`src/rtl/hls_run_sequencer.sv`:
```
// Batch sequencer for an HLS accelerator: resets, starts and times each run, reporting per-run latency.
// Optional watchdog enabled by defining HLS_RUN_SEQ_TIMEOUT_EN.
module hls_run_sequencer #(
  parameter int unsigned CNT_W          = 32,
  parameter int unsigned RUNS_W         = 8,
  parameter int unsigned TIMEOUT_CYCLES = 200000000
) (
  input  logic              clock,
  input  logic              reset,
  input  logic              go,
  input  logic [RUNS_W-1:0] n_runs,
  output logic              acc_reset,
  output logic              acc_start,
  input  logic              acc_done,
  output logic              busy,
  output logic              res_valid,
  output logic [CNT_W-1:0]  res_cycles,
  output logic              res_timeout,
  output logic [RUNS_W-1:0] res_index,
  output logic              batch_done
);

  typedef enum logic [2:0] {
    IDLE, RST0, RST1, START, WAIT, REPORT, FIN
  } state_t;

  state_t            state;
  logic [CNT_W-1:0]  cnt;
  logic [CNT_W-1:0]  cnt_inc;
  logic [RUNS_W-1:0] runs_q;

`ifdef HLS_RUN_SEQ_TIMEOUT_EN
  localparam logic [CNT_W-1:0] TIMEOUT_LIM = CNT_W'(TIMEOUT_CYCLES);
`else
  assign res_timeout = 1'b0;
`endif

  // Saturating increment; also used as the latched latency so the done cycle is counted.
  always_comb begin
    cnt_inc = cnt;
    if (cnt != '1) cnt_inc = cnt + CNT_W'(1);
  end

  // Outputs are registered: each transition sets the values the destination state presents.
  always_ff @(posedge clock or posedge reset) begin
    if (reset) begin
      state      <= IDLE;
      cnt        <= '0;
      runs_q     <= '0;
      res_cycles <= '0;
      res_index  <= '0;
      res_valid  <= 1'b0;
      batch_done <= 1'b0;
      acc_start  <= 1'b0;
      acc_reset  <= 1'b1;
      busy       <= 1'b0;
`ifdef HLS_RUN_SEQ_TIMEOUT_EN
      res_timeout <= 1'b0;
`endif
    end else begin
      acc_start  <= 1'b0;
      res_valid  <= 1'b0;
      batch_done <= 1'b0;
      case (state)
        IDLE: begin
          if (go) begin
            runs_q    <= n_runs;
            res_index <= '0;
            busy      <= 1'b1;
            if (n_runs == '0) begin
              state      <= FIN;
              batch_done <= 1'b1;
            end else begin
              state     <= RST0;
              acc_reset <= 1'b0;
            end
          end
        end
        RST0: state <= RST1;
        RST1: begin
          state     <= START;
          acc_reset <= 1'b1;
          acc_start <= 1'b1;
          cnt       <= CNT_W'(1);
        end
        START: begin
          if (acc_done) begin
            state      <= REPORT;
            res_valid  <= 1'b1;
            res_cycles <= CNT_W'(1);
`ifdef HLS_RUN_SEQ_TIMEOUT_EN
            res_timeout <= 1'b0;
`endif
          end else begin
            state <= WAIT;
          end
        end
        WAIT: begin
          if (acc_done) begin
            state      <= REPORT;
            res_valid  <= 1'b1;
            res_cycles <= cnt_inc;
`ifdef HLS_RUN_SEQ_TIMEOUT_EN
            res_timeout <= 1'b0;
          end else if (cnt == TIMEOUT_LIM) begin
            state       <= REPORT;
            res_valid   <= 1'b1;
            res_cycles  <= TIMEOUT_LIM;
            res_timeout <= 1'b1;
`endif
          end else begin
            cnt <= cnt_inc;
          end
        end
        REPORT: begin
          if (res_index != runs_q - RUNS_W'(1)) begin
            state     <= RST0;
            res_index <= res_index + RUNS_W'(1);
            acc_reset <= 1'b0;
          end else begin
            state      <= FIN;
            batch_done <= 1'b1;
          end
        end
        FIN: begin
          state <= IDLE;
          busy  <= 1'b0;
        end
        default: begin
          state     <= IDLE;
          busy      <= 1'b0;
          acc_reset <= 1'b1;
        end
      endcase
    end
  end

endmodule
```
`config.mk`:
```
export PLATFORM = sky130hd
export DESIGN_NAME = hls_run_sequencer
export DESIGN_NICKNAME = d
export VERILOG_FILES = /design/src/rtl/hls_run_sequencer.sv
export SDC_FILE = /design/constraint.sdc
export NUM_CORES = 1
export LEC_CHECK = 0
export CAP_MARGIN = 10
export CORE_ASPECT_RATIO = 1.75
export CORE_MARGIN = 2
export CORE_UTILIZATION = 30
export DETAILED_ROUTE_END_ITERATION = 10
export PLACE_DENSITY = 0.54
export SYNTH_ARGS = -nofsm -noshare
export SYNTH_HDL_FRONTEND = slang
export SYNTH_SLANG_ARGS = --single-unit
```
`constraint.sdc`:
```
create_clock -name clock -period 3 [get_ports clock]
set_clock_uncertainty 0.2 [all_clocks]
set_input_delay 0.6 -clock clock [delete_from_list [all_inputs] [get_ports clock]]
set_output_delay 0.6 -clock clock [all_outputs]
set_load 0.005 [all_outputs]
```
==> out/qor.yml <==
critical_path:
  cp.arrival_ps: 2630
  startpoint: "cnt[4]"
  reg2reg_from: "cnt[4]"
  max_stage_delay_ps: 510
  cp_cell_sequence: "and4_1 -> nand4_1 -> a211oi_2 -> and3_1 -> mux2i_1 -> o21ai_0"
  cp-endpoint: "cnt[25]"
  cp_slowest_cell: "a211oi_2"
  crit_path_end_kind: "flip-flop"
  cp_max_fo: 10
  regToRegSetupSlack_ps: 380
  crit_type: "reg2reg"
  crit_path_start_kind: "flip-flop"
  rr_endpoint: "cnt[25]"
  ff2ff_path_depth: 6
  cp.required_ps: 3010
timing:
  whs_ps: 265
  tightest_slew_ps: 533
  final.period_utilization: 0.874
  drv_slew: 0
  rsz0062_at_grt: "no"
  maxSlewHeadroom: 0.644
  fmax_mhz: 381
  setup_slack_ps: 377
  finalSetupViolCount: 0
  min_period_ps: 2620
  hold_viol_final: 0
  tns_ps: 0
yosys:
  ys_ff_latch: 88
  synth.area.top_cells: "dfrtp_1, o21ai_0, nand2_1"
  synth_warnings: 0
  synth-main-ff-cell: "dfrtp_1"
  syn_nets: 572
  synth-async-reset-ratio: 1.00
  yosysTopAreaCellShare: 0.434
  netlist_area_sq_um: 5020
  synth-edff-count: 0
  syn_avg_cell_area_sq_um: 9.01
  yosysTopAreaCell: "dfrtp_1"
  synth_cells: 557
  ys_types: 70
  ys_seq_area_frac: 0.439
clock_network:
  clk_path_buf_depth: 2
  cts_sinks: 88
  cts_resized: 0
  numCtsBuffers: 9
  cts_htree_levels: 3
  post_cts_buffers: 0
  hold_buffers: 0
  tritoncts: "built"
  root_buffer: "clkbuf_16"
  insertion_delay_ps: 340
  path_clk_slew_ps: 70
power:
  intPower_mw: 2.72
  p_leak_nw: 2.48
  p_sw_mw: 1.41
  pwr-share-seq: 0.387
  ir_drop_mv: 0.255
  powerDensity_nw_per_um2: 666
  clockPowerShare: 0.290
  p_total_mw: 4.13
  p_sw_frac: 0.342
  p_comb_frac: 0.323
placement:
  place_hpwl_um: 9670
  gp_congestion: 0.837
  place_area_sq_um: 5880
  dp_cells: 825
  pre_cts_slack_ps: 131
  port_buffers: 56
grt:
  grt_pass1_wl_um: 22200
  antenna_found_initial: 0
  grt_max_degree: 89
  grt.total_usage: 0.157
  grt-ovfl-total: 0
  grt_pass1_vias: 4478
final_layout:
  fin_area_sq_um: 6190
  drive_gt1_frac: 0.101
  finish.utilization: 0.378
  area_growth_pct: 23.4
  diodes: 0
  layout.nets: 627
  final_cells: 840
detailed_routing:
  initialDrtViolationCount: 145
  num_vias: 4298
  viasPerCell: 5.12
  post_drt_wl_per_cell_um: 16.3
  final_antenna_net_count: 0
  first_pass_iters: 4
  drt-total-wl_um: 13700
  route.detailed.drc: 0
run_status:
  outcome: "completed"
flow_run:
  cap_violations: 0
worst_hold_path:
  min_path_type: "reg2reg"
  whs_path_depth: 2
floorplanning:
  std_cell_rows: 62
  start_util: 0.307
  die_x_um: 102
  core_sq_um: 16400
  die_area_sq_um: 17800
  ios: 58
  die_y_um: 175
[cells by family after synthesis]
logic type,share of synthesized area
AO/OA/AOI/OAI,0.182
XOR/XNOR,0.0663
adder cells (fa/ha/maj),0.00748
buffers and inverters,0.0511
flip-flops,0.439
multiplexers,0.0314
other,0.000747
AND/OR/NAND/NOR,0.222
[state kept, by name, summed over array words and instances (netlist names)]
register    flops
cnt            32
busy            1
state           3
res_index       8
runs_q          8
res_cycles     32
batch_done      1
acc_start       1
acc_reset       1
res_valid       1
[critical path, delay by kind of cell (launching register included)]
family,cells,cell delay (ps)
AND/OR/NAND/NOR,3,1060
AO/OA/AOI/OAI,2,600
flip-flops,1,430
multiplexers,1,210
[cell usage after synthesis, types with 9 or more instances]
| library cell | instances |
|---|---|
| a21oi_1 | 18 |
| and3_1 | 12 |
| nand2_1 | 69 |
| nand3_1 | 22 |
| o31ai_1 | 14 |
| xnor2_1 | 23 |
| inv_1 | 16 |
| clkbuf_1 | 22 |
| xor2_1 | 15 |
| mux2i_1 | 9 |
| o21ai_0 | 66 |
| dfrtp_1 | 87 |
| a31oi_1 | 9 |
| nand4_1 | 9 |
| nor2_1 | 34 |
[per-layer routing]
metal  global-route usage  vias to the layer above  routed length, um
li1                     -                     2085                  -
met4               0.0642                        0                353
met3               0.0232                       27                515
met1                0.168                     2079               5270
met5                    0                        -                  0
met2                0.298                      107               7530
[cells in the final DEF (no fill, tap or decap), types with 7 or more instances in the layout]
cell type,Yosys,routed
a21oi_1,18,18
a31oi_1,9,9
and2_1,7,7
and3_1,12,12
buf_4,5,25
clkbuf_16,0,9
clkdlybuf4s50_1,0,56
dfrtp_1,87,87
inv_1,16,15
mux2i_1,9,9
nand2_1,69,69
nand3_1,22,22
nand4_1,9,9
nor2_1,34,34
nor3_1,8,8
nor4_1,8,8
o21ai_0,66,66
o31ai_1,14,14
xnor2_1,23,23
xor2_1,15,15
[power by group through the flow]
stage                     sequential, mW  clock [mW]  combinational, mW
after global routing                1.63        1.27               1.48
final                               1.60        1.20               1.33
after detailed placement            1.62           0               1.33
after floorplan                     1.55           0              0.844
after global placement              1.61           0               1.30
after CTS                           1.60        1.24               1.34
[layout make-up]
type,count,area [sq um]
Fill cell,1648,10200
Multi-Input combinational cell,414,2560
Sequential cell,88,2200
Timing Repair Buffer,82,768
Tap cell,224,280
Clock buffer,10,229
Clock inverter,5,82.6
Inverter,17,67.6
[worst min-delay path by stage]
stage / from / to / slack, ps
5_1_grt: res_cycles[2] / res_cycles[2] / 310
3_3_place_gp: res_cycles[2] / res_cycles[2] / 250
3_5_place_dp: res_cycles[2] / res_cycles[2] / 260
2_1_floorplan: res_cycles[2] / res_cycles[2] / 260
4_1_cts: res_cycles[2] / res_cycles[2] / 270
6_report: res_cycles[2] / res_cycles[2] / 260
Note: power is estimated with default switching activity, not from simulation.
